$ cat src/rtl/clock_div_pkg.sv
// Shared definitions for the clock_div_ctrl slice.
//   - Controller state encodings (legacy 2-bit values kept for compatibility).
//   - Width and saturation value of the optional period counter
//     (present when CLOCK_DIV_CTRL_PERIOD_CNT_EN is defined).
package clock_div_pkg;

    typedef logic [1:0] state_t;

    localparam state_t IDLE = 2'd0;
    localparam state_t RUN  = 2'd1;
    localparam state_t PEND = 2'd2;

    localparam int                      PERIOD_CNT_W   = 16;
    localparam logic [PERIOD_CNT_W-1:0] PERIOD_CNT_MAX = 16'hFFFF;

endpackage

$ cat src/rtl/clock_div_ctrl_if.sv
// Configuration port of clock_div_ctrl: a valid/ready ratio offer.
//   cfg_valid  master -> slave  new ratio offered
//   cfg_div    master -> slave  offered divide ratio (CNT_WIDTH bits)
//   cfg_ready  slave -> master  controller can accept a ratio
interface clock_div_ctrl_if #(
    parameter int CNT_WIDTH = 4
) ();

    logic                 cfg_valid;
    logic [CNT_WIDTH-1:0] cfg_div;
    logic                 cfg_ready;

    modport master (
        output cfg_valid,
        output cfg_div,
        input  cfg_ready
    );

    modport slave (
        input  cfg_valid,
        input  cfg_div,
        output cfg_ready
    );

endinterface

$ cat src/rtl/clock_div_ctrl_counter.sv
// div_counter_nbit: CNT_WIDTH-bit wrap counter used by clock_div_ctrl.
//   clk      rising-edge clock
//   rst_n    asynchronous active-low reset (count -> 0)
//   clr_i    synchronous clear, has priority over en_i
//   en_i     advance the counter this cycle
//   ratio_i  divide ratio; 0 and 1 both mean divide-by-1
//   count_o  current count, never exceeds ratio-1
//   wrap_o   combinational: count is at the last value of the period
module div_counter_nbit #(
    parameter int CNT_WIDTH = 4
) (
    input  logic                 clk,
    input  logic                 rst_n,
    input  logic                 clr_i,
    input  logic                 en_i,
    input  logic [CNT_WIDTH-1:0] ratio_i,
    output logic [CNT_WIDTH-1:0] count_o,
    output logic                 wrap_o
);

    localparam logic [CNT_WIDTH-1:0] ONE = CNT_WIDTH'(1);

    logic [CNT_WIDTH-1:0] count_q;
    logic [CNT_WIDTH-1:0] count_d;

    // Ratios 0 and 1 wrap every cycle; the subtraction result is only used
    // when ratio_i >= 2, so its underflow for 0 is harmless.
    always_comb begin
        wrap_o = (ratio_i <= ONE) || (count_q == (ratio_i - ONE));
    end

    always_comb begin
        count_d = count_q;
        if (clr_i) begin
            count_d = '0;
        end else if (en_i) begin
            count_d = wrap_o ? '0 : (count_q + ONE);
        end
    end

    always_ff @(posedge clk or negedge rst_n) begin
        if (!rst_n) begin
            count_q <= '0;
        end else begin
            count_q <= count_d;
        end
    end

    assign count_o = count_q;

endmodule

$ cat src/rtl/clock_div_ctrl.sv
// clock_div_ctrl: controller/sequencer for a programmable clock-enable divider.
// New ratios arrive over a valid/ready port and are applied only at a period
// boundary, so a running period is never truncated.
//   clk         rising-edge system clock
//   reset_n     asynchronous active-low reset
//   enable      level-sensitive run request
//   cfg         clock_div_ctrl_if.slave (cfg_valid, cfg_div, cfg_ready)
//   tick        one-cycle pulse, once per divide period
//   div_out     toggles on every tick (period 2*ratio clocks)
//   busy        controller is not IDLE
//   counter     current count value
//   period_cnt  (only with CLOCK_DIV_CTRL_PERIOD_CNT_EN) saturating tick count,
//               cleared whenever the active ratio is written
module clock_div_ctrl
    import clock_div_pkg::*;
#(
    parameter int CNT_WIDTH   = 4,
    parameter int DIV_DEFAULT = 2
) (
    input  logic                 clk,
    input  logic                 reset_n,
    input  logic                 enable,
    clock_div_ctrl_if.slave      cfg,
    output logic                 tick,
    output logic                 div_out,
    output logic                 busy,
    output logic [CNT_WIDTH-1:0] counter
`ifdef CLOCK_DIV_CTRL_PERIOD_CNT_EN
    ,
    output logic [PERIOD_CNT_W-1:0] period_cnt
`endif
);

    state_t               state_q;
    state_t               state_d;
    logic [CNT_WIDTH-1:0] div_reg_q;
    logic [CNT_WIDTH-1:0] div_reg_d;
    logic [CNT_WIDTH-1:0] pend_div_q;
    logic [CNT_WIDTH-1:0] pend_div_d;
    logic                 tick_q;
    logic                 tick_d;
    logic                 div_out_q;
    logic                 div_out_d;

    logic                 accept;
    logic                 div_wr;
    logic                 cnt_clr;
    logic                 cnt_wrap;

    assign cfg.cfg_ready = (state_q != PEND);
    assign accept        = cfg.cfg_valid && cfg.cfg_ready;

    // The counter sits at 0 whenever the controller is (or is about to be) idle.
    assign cnt_clr = (state_q == IDLE) || !enable;

    div_counter_nbit #(
        .CNT_WIDTH (CNT_WIDTH)
    ) u_cnt (
        .clk     (clk),
        .rst_n   (reset_n),
        .clr_i   (cnt_clr),
        .en_i    (!cnt_clr),
        .ratio_i (div_reg_q),
        .count_o (counter),
        .wrap_o  (cnt_wrap)
    );

    always_comb begin
        state_d    = state_q;
        div_reg_d  = div_reg_q;
        pend_div_d = pend_div_q;
        tick_d     = 1'b0;
        div_out_d  = div_out_q;
        div_wr     = 1'b0;

        case (state_q)
            IDLE: begin
                if (accept) begin
                    div_reg_d = cfg.cfg_div;
                    div_wr    = 1'b1;
                end
                if (enable) begin
                    state_d = RUN;
                end
            end

            RUN: begin
                if (!enable) begin
                    // A ratio accepted while stopping goes straight to the
                    // active register, as it would in IDLE.
                    if (accept) begin
                        div_reg_d = cfg.cfg_div;
                        div_wr    = 1'b1;
                    end
                    div_out_d = 1'b0;
                    state_d   = IDLE;
                end else begin
                    if (cnt_wrap) begin
                        tick_d    = 1'b1;
                        div_out_d = ~div_out_q;
                    end
                    // Accept on a wrap edge still parks the ratio, so it
                    // applies at the following wrap, not this one.
                    if (accept) begin
                        pend_div_d = cfg.cfg_div;
                        state_d    = PEND;
                    end
                end
            end

            PEND: begin
                if (!enable) begin
                    div_reg_d = pend_div_q;
                    div_wr    = 1'b1;
                    div_out_d = 1'b0;
                    state_d   = IDLE;
                end else if (cnt_wrap) begin
                    tick_d    = 1'b1;
                    div_out_d = ~div_out_q;
                    div_reg_d = pend_div_q;
                    div_wr    = 1'b1;
                    state_d   = RUN;
                end
            end

            default: begin
                state_d   = IDLE;
                div_out_d = 1'b0;
            end
        endcase
    end

    always_ff @(posedge clk or negedge reset_n) begin
        if (!reset_n) begin
            state_q    <= IDLE;
            div_reg_q  <= CNT_WIDTH'(DIV_DEFAULT);
            pend_div_q <= '0;
            tick_q     <= 1'b0;
            div_out_q  <= 1'b0;
        end else begin
            state_q    <= state_d;
            div_reg_q  <= div_reg_d;
            pend_div_q <= pend_div_d;
            tick_q     <= tick_d;
            div_out_q  <= div_out_d;
        end
    end

    assign tick    = tick_q;
    assign div_out = div_out_q;
    assign busy    = (state_q != IDLE);

`ifdef CLOCK_DIV_CTRL_PERIOD_CNT_EN
    logic [PERIOD_CNT_W-1:0] period_cnt_q;
    logic [PERIOD_CNT_W-1:0] period_cnt_d;

    // A ratio write wins over a coincident tick: the count restarts at 0.
    always_comb begin
        period_cnt_d = period_cnt_q;
        if (div_wr) begin
            period_cnt_d = '0;
        end else if (tick_d && (period_cnt_q != PERIOD_CNT_MAX)) begin
            period_cnt_d = period_cnt_q + PERIOD_CNT_W'(1);
        end
    end

    always_ff @(posedge clk or negedge reset_n) begin
        if (!reset_n) begin
            period_cnt_q <= '0;
        end else begin
            period_cnt_q <= period_cnt_d;
        end
    end

    assign period_cnt = period_cnt_q;
`else
    logic unused_div_wr;
    assign unused_div_wr = div_wr;
`endif

endmodule

$ cat src/flat_wrapper.sv
// flat-port wrapper written by rule: the top's interface ports become plain ports
module clock_div_ctrl_flat import clock_div_pkg::*;
#(
    parameter int CNT_WIDTH   = 4,
    parameter int DIV_DEFAULT = 2
)
  (clk, reset_n, enable, tick, div_out, busy, counter, cfg_cfg_valid, cfg_cfg_div, cfg_cfg_ready);
  clock_div_ctrl_if #(.CNT_WIDTH(CNT_WIDTH)) cfg_i ();
  input  logic clk;
  input  logic reset_n;
  input  logic enable;
  output logic tick;
  output logic div_out;
  output logic busy;
  output logic [CNT_WIDTH-1:0] counter;
  input wire logic [$bits(cfg_i.cfg_valid)-1:0] cfg_cfg_valid;
  input wire logic [$bits(cfg_i.cfg_div)-1:0] cfg_cfg_div;
  output wire logic [$bits(cfg_i.cfg_ready)-1:0] cfg_cfg_ready;
  assign cfg_i.cfg_valid = cfg_cfg_valid;
  assign cfg_i.cfg_div = cfg_cfg_div;
  assign cfg_cfg_ready = cfg_i.cfg_ready;
  clock_div_ctrl #(.CNT_WIDTH(CNT_WIDTH), .DIV_DEFAULT(DIV_DEFAULT)) u_core (.clk(clk), .reset_n(reset_n), .enable(enable), .cfg(cfg_i), .tick(tick), .div_out(div_out), .busy(busy), .counter(counter));
endmodule
$ cat config.mk
export PLATFORM = sky130hd
export DESIGN_NAME = clock_div_ctrl_flat
export DESIGN_NICKNAME = d
export VERILOG_FILES = /design/src/rtl/clock_div_pkg.sv /design/src/rtl/clock_div_ctrl_if.sv /design/src/rtl/clock_div_ctrl_counter.sv /design/src/rtl/clock_div_ctrl.sv /design/src/flat_wrapper.sv
export SDC_FILE = /design/constraint.sdc
export NUM_CORES = 1
export LEC_CHECK = 0
export BUFFER_PORTS_ARGS = -buffer_cell sky130_fd_sc_hd__buf_2
export CAP_MARGIN = 20
export CORE_MARGIN = 1.5
export CORE_UTILIZATION = 59
export CTS_CLUSTER_DIAMETER = 120
export DETAILED_ROUTE_END_ITERATION = 10
export PLACE_DENSITY = 0.9
export SLEW_MARGIN = 30
export SYNTH_ARGS = -nofsm -noshare
export SYNTH_HDL_FRONTEND = slang
export SYNTH_HIERARCHICAL = 1
export SYNTH_SLANG_ARGS = --single-unit
export TNS_END_PERCENT = 5
$ cat constraint.sdc
create_clock -name clk -period 3.87 [get_ports clk]
set_clock_uncertainty 0.2 [all_clocks]
set_input_delay 0.9675 -clock clk [delete_from_list [all_inputs] [get_ports clk]]
set_output_delay 0.9675 -clock clk [all_outputs]
set_load 0.03 [all_outputs]
==> impl_metrics.py <==
metrics = {
    "placed_design": {
        "dp_hpwl_mm": 1.37,
        "port_buffers": 15,
        "routabilityCongestion": 0.828,
    },
    "timing": {
        "final-setup-viol-count": 0,
        "whs_ns": 0.305,
        "setup_tns_ns": 0,
        "finalCriticalPeriod_ns": 2.79,
        "fin_crit_sh": 0.720,
        "max_freq_ghz": 0.359,
        "rsz0062_at_grt": "no",
        "maxSlewHeadroom": 0.677,
        "hold_viol": 0,
        "maxSlewViolCount": 0,
        "tightest_slew_ns": 0.480,
    },
    "synthesis": {
        "ys.warnings.count": 6,
        "yosysUniqueCellTypes": 31,
        "synthCells": 88,
        "synth-edff-count": 0,
        "syn_area_mm2": 0.00102,
        "yosys_register_bits": 16,
        "syn_nets": 104,
        "synth_seq_area_share": 0.395,
        "synth_flop_cell": "dfrtp_1",
        "synth_area_per_cell_um2": 11.5,
        "synthArstFlopShare": 1.00,
    },
    "power": {
        "p_per_area_mw_per_mm2": 764,
        "p_leak_nw": 0.530,
        "vdd_drop_max_mv": 0.471,
    },
    "setup_path": {
        "cp-startpoint": "u_core/div_reg_q[1]",
        "setup.worst_path.end_class": "flop",
        "r2r_cells": 9,
        "path_class": "flop to flop",
        "required_ns": 3.85,
        "arrival_ns": 2.76,
        "start_kind": "flop",
        "timing.rr.start": "u_core/div_reg_q[1]",
        "path_max_fanout": 5,
    },
    "layout": {
        "drive_gt1_frac": 0.368,
        "final_nets": 123,
        "n_fill_cell": 117,
        "syn2layout_area_growth_pct": 10.8,
        "antenna_cells_inserted": 0,
    },
    "hold_path": {
        "hold_depth": 1,
        "min_path_type": "flop to flop",
        "hold_path.startpoint": "u_core/pend_div_q[0]",
    },
    "cts": {
        "path_clk_slew_ns": 0.09,
        "cts.path.max_buffers": 2,
        "cts-root-buf": "clkbuf_4",
        "numCtsBuffers": 3,
        "cts_max_level": 1,
        "cts.sinks": 16,
        "cts_setup_buffers": 0,
        "cts_tree": "yes",
        "hold_buffers": 0,
        "cts_resized": 0,
        "insertion_delay_ns": 0.29,
    },
    "floorplanning": {
        "core-area_mm2": 0.00156,
        "die_w_um": 44.5,
        "row_count": 14,
        "die-area_mm2": 0.00198,
        "ios": 16,
        "start_util": 0.652,
        "die_h_um": 44.5,
    },
    "detailed_routing": {
        "routed_via_density": 5.72,
        "drt-total-wl_mm": 1.77,
        "drc": 0,
        "drt_iter0_drc": 16,
        "drtAntennaViolNets": 0,
        "first_pass_iters": 6,
        "routedWlPerCell_um": 14.5,
        "vias": 698,
    },
    "global_route": {
        "track_usage": 0.219,
        "grt_first_pass_wirelength_mm": 3.06,
        "antenna_found_initial": 0,
        "grt_max_degree": 17,
        "gr-total-overflow": 0,
        "grt_pass1_vias": 707,
    },
    "status": {
        "status": "finished, final reports clean",
    },
    "flow_run": {
        "max_cap_viol_count": 0,
    },
}
cells in the final DEF (no fill, tap or decap), types with 2 or more instances in the layout:
cell type / count
inv_1: 8
buf_2: 15
mux2_4: 4
nand2_1: 9
xnor2_1: 6
ha_1: 8
clkbuf_4: 3
nor2_1: 2
mux2_2: 8
dfrtp_1: 15
xor2_1: 2
o31ai_1: 4
a211oi_1: 2
cell type report:
cell class | instances | area, um^2 | area share
tap | 16 | 20.0 | 0.0178
inverter | 8 | 30.0 | 0.0267
clock buffer | 4 | 26.3 | 0.0233
timing repair buffer | 15 | 75.1 | 0.0667
sequential | 16 | 402 | 0.357
multi-input combinational | 63 | 573 | 0.509
where the power goes:
part / internal (mW) / switching (mW) / total (mW) / leakage [nW]
clock network: 0.0401 / 0.0522 / 0.0923 / 0.0150
registers: 0.235 / 0.0645 / 0.299 / 0.202
logic: 0.221 / 0.247 / 0.468 / 0.313
synth_stat cells, types with 2 or more instances:
cell type,instances,area [um^2]
dfrtp_1,15,375
xnor2_1,6,52.6
mux2_2,8,90.1
inv_1,8,30.0
ha_1,8,100
mux2_4,4,60.1
nor2_1,2,7.51
o31ai_1,4,30.0
a211oi_1,2,15.0
nand2_1,9,33.8
xor2_1,2,17.5
cells by family after synthesis:
group	count (synthesis)	share of synthesized area
DFF	16	0.395
adders and majority gates	8	0.0985
muxes	13	0.158
xor gates and xnor gates	8	0.0690
buffers and inverters	9	0.0406
and+or+nand+nor	22	0.134
AOI/OAI and AO/OA	12	0.105
stage by stage:
stage	utilization	power, mW	std cells	area [um^2]	setup WS (ns)
after floorplan	-	0.673	88	1020	1.31
after global placement	0.705	0.743	118	1100	1.21
after detailed placement	0.705	0.770	118	1100	1.11
after CTS	0.722	0.864	122	1130	1.09
after global routing	0.722	0.920	122	1130	0.930
final	0.722	0.860	122	1130	1.08
flip-flops by register name, indices dropped and copies added (netlist names):
name and cells:
u_core/div_out 1, u_core/tick 1, u_core/pend_div_q 4, u_core/state_q 2
u_core/div_reg_q 4, u_core/u_cnt/count_o 4
critical path, cell delays in order (launching register included):
cell,delay [ns]
dfstp_2,0.56
inv_1,0.06
ha_1,0.29
xnor2_1,0.14
nor4_2,0.47
or2_1,0.29
nor2b_4,0.07
o21ai_2,0.17
o211ai_4,0.13
mux2_4,0.31
per-layer routing:
layer,GRT usage,vias up,part of all wire
li1,-,345,-
met1,0.241,335,0.44
met2,0.386,14,0.52
met3,0.0694,4,0.034
met4,0.0909,0,0.013
met5,0,-,0
final timing paths:
kind                                      endpoint  slack (ns)
max                            u_core/div_reg_q[2]        1.08
min in group asynchronous  u_core/u_cnt/count_o[0]        0.38
min reg2reg                   u_core/pend_div_q[0]        0.31
max in group asynchronous      u_core/div_reg_q[1]        2.78
min                           u_core/pend_div_q[0]        0.31
max reg2reg                    u_core/div_reg_q[2]        1.08
Power figures use the tool's default switching activity.
